===== src/rtl/router_pkt_tx.sv =====
// router_pkt_tx: buffers one host packet, then drives router header/payload/parity
// framing with pkt_valid while honouring router busy backpressure.
module router_pkt_tx #(
    parameter int unsigned MAX_LEN    = 63,
    parameter int unsigned GAP_CYCLES = 1
) (
    input  logic       clock,
    input  logic       resetn,
    input  logic       start,
    input  logic [1:0] addr,
    input  logic [5:0] payload_len,
    input  logic       corrupt_parity,
    input  logic       pl_valid,
    input  logic [7:0] pl_data,
    output logic       pl_ready,
    input  logic       busy,
    output logic       pkt_valid,
    output logic [7:0] data_out,
    output logic       tx_busy,
    output logic       done,
    output logic       cmd_err
);

    localparam logic [2:0] S_IDLE    = 3'd0;
    localparam logic [2:0] S_LOAD    = 3'd1;
    localparam logic [2:0] S_HEADER  = 3'd2;
    localparam logic [2:0] S_PAYLOAD = 3'd3;
    localparam logic [2:0] S_PARITY  = 3'd4;
    localparam logic [2:0] S_GAP     = 3'd5;

    localparam int unsigned GW       = (GAP_CYCLES > 1) ? $clog2(GAP_CYCLES) : 1;
    localparam logic [GW-1:0] GAP_LAST = GW'(GAP_CYCLES - 1);
    localparam logic [6:0] LEN_MAX   = 7'(MAX_LEN);

    logic [2:0]    r_state;
    logic [1:0]    r_addr;
    logic [5:0]    r_len;
    logic          r_corrupt;
    logic [7:0]    r_parity;
    logic [5:0]    r_cnt;
    logic [5:0]    r_idx;
    logic [GW-1:0] r_gap;
    logic          r_done;
    logic          r_cmd_err;
    logic [7:0]    r_buf [0:MAX_LEN-1];

    logic       w_cmd_bad;
    logic       w_accept;
    logic       w_xfer;
    logic [5:0] w_last;

    assign w_cmd_bad = (addr == 2'd3) || (payload_len == '0) || ({1'b0, payload_len} > LEN_MAX);
    assign w_last    = r_len - 6'd1;
    assign w_accept  = (r_state == S_LOAD) && pl_valid;
    // A byte moves to the router only when it is being presented and busy is low
    assign w_xfer    = !busy && ((r_state == S_HEADER) || (r_state == S_PAYLOAD) || (r_state == S_PARITY));

    always_ff @(posedge clock or negedge resetn) begin
        if (!resetn) begin
            r_state   <= S_IDLE;
            r_addr    <= '0;
            r_len     <= '0;
            r_corrupt <= 1'b0;
            r_parity  <= '0;
            r_cnt     <= '0;
            r_idx     <= '0;
            r_gap     <= '0;
            r_done    <= 1'b0;
            r_cmd_err <= 1'b0;
        end else begin
            r_done    <= 1'b0;
            r_cmd_err <= 1'b0;
            case (r_state)
                S_IDLE: begin
                    if (start) begin
                        if (w_cmd_bad) begin
                            r_cmd_err <= 1'b1;
                        end else begin
                            r_addr    <= addr;
                            r_len     <= payload_len;
                            r_corrupt <= corrupt_parity;
                            r_parity  <= {payload_len, addr};
                            r_cnt     <= '0;
                            r_state   <= S_LOAD;
                        end
                    end
                end
                S_LOAD: begin
                    if (w_accept) begin
                        r_parity <= r_parity ^ pl_data;
                        r_cnt    <= r_cnt + 6'd1;
                        if (r_cnt == w_last) begin
                            r_idx   <= '0;
                            r_state <= S_HEADER;
                        end
                    end
                end
                S_HEADER: begin
                    if (w_xfer) r_state <= S_PAYLOAD;
                end
                S_PAYLOAD: begin
                    if (w_xfer) begin
                        if (r_idx == w_last) r_state <= S_PARITY;
                        else                 r_idx   <= r_idx + 6'd1;
                    end
                end
                S_PARITY: begin
                    if (w_xfer) begin
                        r_done  <= 1'b1;
                        r_gap   <= '0;
                        r_state <= S_GAP;
                    end
                end
                S_GAP: begin
                    if (r_gap == GAP_LAST) r_state <= S_IDLE;
                    else                   r_gap   <= r_gap + 1'b1;
                end
                default: r_state <= S_IDLE;
            endcase
        end
    end

    always_ff @(posedge clock) begin
        if (w_accept) r_buf[r_cnt] <= pl_data;
    end

    always_comb begin
        pkt_valid = 1'b0;
        data_out  = '0;
        case (r_state)
            S_HEADER: begin
                pkt_valid = 1'b1;
                data_out  = {r_len, r_addr};
            end
            S_PAYLOAD: begin
                pkt_valid = 1'b1;
                data_out  = r_buf[r_idx];
            end
            S_PARITY: data_out = r_corrupt ? ~r_parity : r_parity;
            default: ;
        endcase
    end

    assign pl_ready = (r_state == S_LOAD);
    assign tx_busy  = (r_state != S_IDLE);
    assign done     = r_done;
    assign cmd_err  = r_cmd_err;

endmodule


===== config.mk =====
export PLATFORM = sky130hd
export DESIGN_NAME = router_pkt_tx
export DESIGN_NICKNAME = d
export VERILOG_FILES = /design/src/rtl/router_pkt_tx.sv
export SDC_FILE = /design/constraint.sdc
export NUM_CORES = 1
export LEC_CHECK = 0
export ABC_AREA = 0
export CAP_MARGIN = 20
export CORE_ASPECT_RATIO = 1.2
export CORE_MARGIN = 2
export CORE_UTILIZATION = 45
export DETAILED_ROUTE_END_ITERATION = 8
export SLEW_MARGIN = 40
export SYNTH_ARGS = -nofsm -noshare
export SYNTH_HDL_FRONTEND = slang
export SYNTH_SLANG_ARGS = --single-unit

===== constraint.sdc =====
create_clock -name clock -period 3.3 [get_ports clock]
set_input_delay 0.495 -clock clock [delete_from_list [all_inputs] [get_ports clock]]
set_output_delay 0.495 -clock clock [all_outputs]
set_load 0.02 [all_outputs]

---- Word level (Yosys, flattened, before mapping) ----
Memories as Yosys holds them, arrays and structs flattened.
Index checks and enable logic that the tools add are counted.
storage, ports and cells
  register bits after elaboration ......... 35
  latch bits .............................. 0
  memory bits (writable) .................. 504
  memory bits (read-only) ................. 0
  input port bits ......................... 22
  output and inout port bits .............. 13
  logic and storage cells ................. 90
  memories ................................ 1
memory list
  name   words  bits a word  rd ports  clocked after memory_dff  write ports  RTL line  RTL
  r_buf  63     8            1         0                         1            45        logic [7:0] r_buf [0:MAX_LEN-1];
operators by class
  add/subtract/negate cells ............... 4
  $mul .................................... 0
  divide/modulo/power cells ............... 0
  order comparisons ....................... 0
  equality and inequality tests ........... 18
  shift-type cells ........................ 0
  multiplexer cells ....................... 36
  bitwise logic cells ..................... 3
  reduce and logical (&&, ||, !) cells .... 18
operator list
  kind                   count
  $mux W6                7
  $mux W8                4
  $mux W3                9
  $pmux W6 S2            2
  $pmux W8 S3            1
  $pmux W3 S6            1
  $pmux W8 S2            1
  $ne A2 B2 Y1 const B   7
  $add A6 B1 Y6 const B  2
  $eq A6 B6 Y1           2
  $mux W1                10
  $reduce_and A9 Y1      1
  $not A8 Y8             1
  $xor A8 B8 Y8          1
  $eq A3 B2 Y1 const B   2
  $eq A3 B3 Y1 const B   2
  $logic_not A6 Y1       1
  $ne A2 B1 Y1 const B   3
  $reduce_bool A2 Y1     3
  $sub A6 B1 Y6 const B  1
  $reduce_and A5 Y1      1
  $reduce_and A4 Y1      1
  $eq A3 B1 Y1 const B   1
  $logic_not A3 Y1       1
  other kinds (11)       14

---- Logic depth before layout (Yosys ltp) ----
  word-level depth ........................ 6
  gate-level depth with buffers ........... 11
  gate-level depth less buffers ........... 8

---- Worst setup path before layout ----
OpenSTA, ideal clock, no wires.
  path kind ............................... register to output
  from .................................... register r_idx[0]
  to ...................................... output data_out[3]
  data arrival time ....................... 2.199 ns
  data required time ...................... 2.805 ns
  path slack .............................. 0.606 ns
  cell stages (with the launch flop) ...... 11
  buffers on the path ..................... 5
  cells stage by stage .................... dfrtp_1 buf_6 buf_12 buf_12 buf_6 buf_6 mux2i_1 a22oi_1 o211ai_1 o2111a_1 a221oi_1
on the way
  cells in the longest elaborated chain, start to end .. 2
ends and longest elaborated chain
  element                 RTL line  RTL
  start, declared         41        logic [5:0] r_idx;
  start signal, assigned  104       else r_idx <= r_idx + 6'd1;
  $mem_v2 Z63 W8          n/a
  $pmux W8 S3             130       case (r_state)
  end, declared           18        output logic [7:0] data_out,
Every way passes these cells.

---- Worst setup path in the final report ----
  from .................................... register r_idx[0]
  to ...................................... output data_out[5]
The elaborated chain is that of the path after synthesis.

==> out/summary.md <==
The run finished, with violations left. The checks that failed: setup timing. The ratio of cells with drive above 1 in the final layout is 30.9%, and the via density per instance is 5.79. For the standby leakage power, the log shows 8.73 nW. The run gives 12040 as the via count.

Kind of capture point of the worst setup path: an output pin. sky130_fd_sc_hd__edfxtp_1 is the most common cell in the netlist. Counting tap cells, the placed design contains a total of 1972 instances. Synthesis produced a netlist with a net count of 1217.

Broken down by cell family, the worst path's largest delay share belongs to multiplexers. The run gives 0 as the final count of hold timing violations. The buffer and inverter count on the worst path came out at 3. Of the total synthesized cell area, the portion taken by XOR and XNOR cells is 1.08%.

Row generation in the floorplan step produced 88 rows. Summing all placed instances gives a cell area of 24200 µm². Routability-driven placement finished with a final weighted congestion of 0.875. STA puts the critical path data arrival time at 3.16 ns.

By area the synthesized netlist is led by sky130_fd_sc_hd__edfxtp_1 (69%), sky130_fd_sc_hd__mux4_2 (11%), sky130_fd_sc_hd__dfrtp_1 (3.9%). The setup path with the least slack is of type reg -> out. The tree is rooted in a sky130_fd_sc_hd__clkbuf_16. The maximum number of pins on one net before global-route repair is 48. The most used flip-flop cell after synthesis is sky130_fd_sc_hd__edfxtp_1. After synthesis the netlist holds a flip-flop and latch count of 538. Total power for the finished layout comes to 20.3 mW. The unique cell type count in the Yosys netlist is 61, and the global-route wire length before repair is 80000 µm. The number of slew-limit violations in the final report is 0. The cell area after synthesis was 22000 µm²; the simple-gate area share of the yosys netlist was 5.32%. The die covers 50600 µm². The final critical delay including setup and external delays is 3.65 ns. The combinational share of power is 33.5%, and the setup violation total in the final timing report is 8.

The number of flops mapped to enable cells by yosys works out to 504. The synthesized netlist devotes 3.81% of its cell area to compound gates. The combinational family with the most area after synthesis was multiplexers.

The maximum clock frequency was 0.274 GHz; the number of global-route vias before repair was 12126. Dividing total power by cell area gives a power density of 774 nW/µm². 35 I/O pins were placed. Count of maximum capacitance violations: 0. The worst setup path is launched from a register. The biggest area contributor in the post-synthesis netlist is sky130_fd_sc_hd__edfxtp_1. The logs give 0 for the number of diodes added for antenna fixing and 0.57 ns for the insertion delay to the later sink of the worst-skew pair.

The initial antenna violation count is 0. After synthesis, the most frequently instantiated cells are sky130_fd_sc_hd__edfxtp_1 (504), sky130_fd_sc_hd__mux4_2 (112), sky130_fd_sc_hd__nor2_1 (95). After routing the design area is 26200 µm².

The transition time at the pin with the least slew margin came out at 0.746 ns. For this run, the post-layout net count is 1437. Sequential elements use 72.8% of the synthesized area.

The startpoint of the lowest-slack register-to-register path is r_state[0]. The setup slack after layout came out at -0.355 ns. The count of synthesis-stage warnings from yosys was 0. The critical path goes through buf_12, buf_12, mux4_2, mux4_2, o211ai_1, o21ai_1, buf_4. Maximum clock skew at final layout: 0.0181 ns. Along the worst path, the maximum fanout reaches 7.

The area share of the leading cell type in the synthesized netlist was 68.9%. Headroom to the max-slew limit came out at 50.2%. The first routing iteration left 1330 violations. The total DRC errors in the routed layout is 0, and the overall track demand over capacity in global routing is 21.9%. After clock tree synthesis, the clock-pin slew on the worst setup and hold paths is 0.06 ns. For this run the aggregate overflow at the end of global routing stands at 0. The floorplan step set the die height to 246 µm.

The maximum vdd drop is 0.447 mV. Critical-path cell with the highest stage delay: sky130_fd_sc_hd__dfrtp_4. The pre-antenna-repair detailed-routing pass consisted of 5 iterations. In this run the horizontal extent of the chip is 206 µm.

Dividing the detail-routed wire length by the instance count gives 26.2 µm. For this design the total switching power over the nets is 6.14 mW. The layout-stage area growth over the synthesis result is 19.4%. For the utilization of the core after routing, the log shows 54.5%.

The count of nets left with antenna violations once routing finished came out at 0. The H-tree was split into 2 levels. The TritonCTS sink count was 538. The total area inside the core boundary comes to 48100 µm². Wires add up to 54400 µm. Number of buffers between clock root and the deepest sink: 3.

Setup repair after global routing could not meet its margin everywhere. After synthesis, the share of cell area in mux cells is 14.7%. The run gives 2.80 ns as the required time at the endpoint of the critical path. For this run, the number of standard cells in the final layout without fillers is 2078. Total CTS buffers: 51. The initial utilization of the core area, before any placement, comes to 45.6%.

In this run, the clock network consumes 27.0% of the power. The final cycle utilization of the critical path works out to 111%. TritonCTS built the clock tree. The largest single stage delay on the critical path is 0.57 ns.

The number of instances in the synthesized netlist is 1192, and the async set-reset flop share out of synthesis is 6.32%. The average instance area after synthesis was 18.4 µm². The wire-length estimate of the detail-placed layout is 36700 µm. Of the total power, the share spent switching nets is 30.3%. The worst hold path belongs to the class in -> async. The critical path starts at r_idx[0].

Of the total power, registers draw 39.5%. The area share of fa/ha/maj cells after synthesis is 0.171%. The tools report the internal cell power as 14.2 mW. The number of I/O port buffers works out to 34.
==> power groups by stage <==
| stage | sequential [mW] | clock (mW) | combinational, mW |
|---|---|---|---|
| floorplan | 7.95 | 0 | 3.92 |
| detailed placement | 8.15 | 0 | 6.20 |
| finish | 8.02 | 5.47 | 6.81 |
| CTS | 8.01 | 5.57 | 6.65 |
| global placement | 8.14 | 0 | 6.15 |
| global route | 8.05 | 5.83 | 7.22 |
==> worst paths after layout <==
check / to / slack, ns / cells past startpoint
worst max-delay path: data_out[5] / -0.35 / 7
worst max register to register: r_buf[21][2] / 0.49 / 6
worst min register to register: r_addr[0] / 0.48 / 2
worst min-delay path: r_cnt[5] / 0.40 / 2
max in group asynchronous: r_idx[0] / 2.36 / 3
min in group clock: r_buf[3][4] / 0.41 / 1
==> layout make-up <==
cell class,count,area (µm²)
inverters,10,37.5
flip-flops and latches,538,16000
multi-input cells,576,5750
clock inverters,21,145
repair buffers,235,2120
clock buffers,68,1390
fillers,3717,21900
well taps,630,788
==> through the flow <==
step | setup TNS, ns | setup slack [ns] | hold slack [ns]
after global routing | -2.38 | -0.366 | 0.426
after CTS | -2.35 | -0.350 | 0.392
final | -2.01 | -0.355 | 0.403
after detailed placement | -1.61 | -0.372 | 0.467
after global placement | -1.70 | -0.356 | 0.461
after floorplan | 0 | 0.606 | 0.199
==> logic make-up (layout without fill, tap and decap cells) <==
family | count (synthesis) | in the layout
DFF | 538 | 538
buffers and inverters | 78 | 334
muxes | 165 | 165
xor gates and xnor gates | 27 | 27
adders and majority gates | 3 | 3
AOI/OAI and AO/OA | 125 | 125
and+or+nand+nor | 256 | 256
==> state kept, by name, summed over array words and instances, names as in the netlist <==
| register | count |
|---|---|
| cmd_err | 1 |
| done | 1 |
| r_addr | 2 |
| r_buf | 504 |
| r_cnt | 6 |
| r_corrupt | 1 |
| r_idx | 6 |
| r_len | 6 |
| r_parity | 8 |
| r_state | 3 |
==> what timing repair did <==
action                                  in CTS  in global routing
endpoints found under the hold margin       18                  0
gates resized for setup                     88                 33
hold buffers                                 1                  0
endpoints found under the setup margin       8                  8
buffers inserted                            13                  4
cloned                                       2                  0
pin swaps                                   17                 11
==> cells in the final DEF, fill, tap and decap left out, types with 12 or more instances in the layout <==
| cell | synthesis | routed |
|---|---|---|
| sky130_fd_sc_hd__edfxtp_1 | 504 | 504 |
| sky130_fd_sc_hd__buf_4 | 9 | 179 |
| sky130_fd_sc_hd__mux4_2 | 112 | 117 |
| sky130_fd_sc_hd__nor2_1 | 95 | 92 |
| sky130_fd_sc_hd__nand2_1 | 71 | 68 |
| sky130_fd_sc_hd__clkbuf_16 | 0 | 53 |
| sky130_fd_sc_hd__mux2i_1 | 41 | 38 |
| sky130_fd_sc_hd__dfrtp_1 | 34 | 31 |
| sky130_fd_sc_hd__nand3_1 | 29 | 27 |
| sky130_fd_sc_hd__a21oi_1 | 31 | 27 |
| sky130_fd_sc_hd__a22oi_1 | 21 | 21 |
| sky130_fd_sc_hd__o21ai_0 | 24 | 21 |
| sky130_fd_sc_hd__xor2_1 | 17 | 17 |
| sky130_fd_sc_hd__clkdlybuf4s50_1 | 0 | 17 |
| sky130_fd_sc_hd__buf_12 | 2 | 17 |
| sky130_fd_sc_hd__clkbuf_1 | 25 | 14 |
| sky130_fd_sc_hd__nand2b_1 | 12 | 12 |
| sky130_fd_sc_hd__buf_6 | 12 | 12 |
==> metal layers <==
layer / vias up / GRT usage, % / routed length, µm
met5: - / 0 / 0
met4: 0 / 7.49 / 1740
met3: 88 / 2.53 / 2600
met2: 367 / 37.1 / 27600
met1: 6363 / 29.6 / 22500
li1: 5222 / - / -
Power figures use the tool's default switching activity.
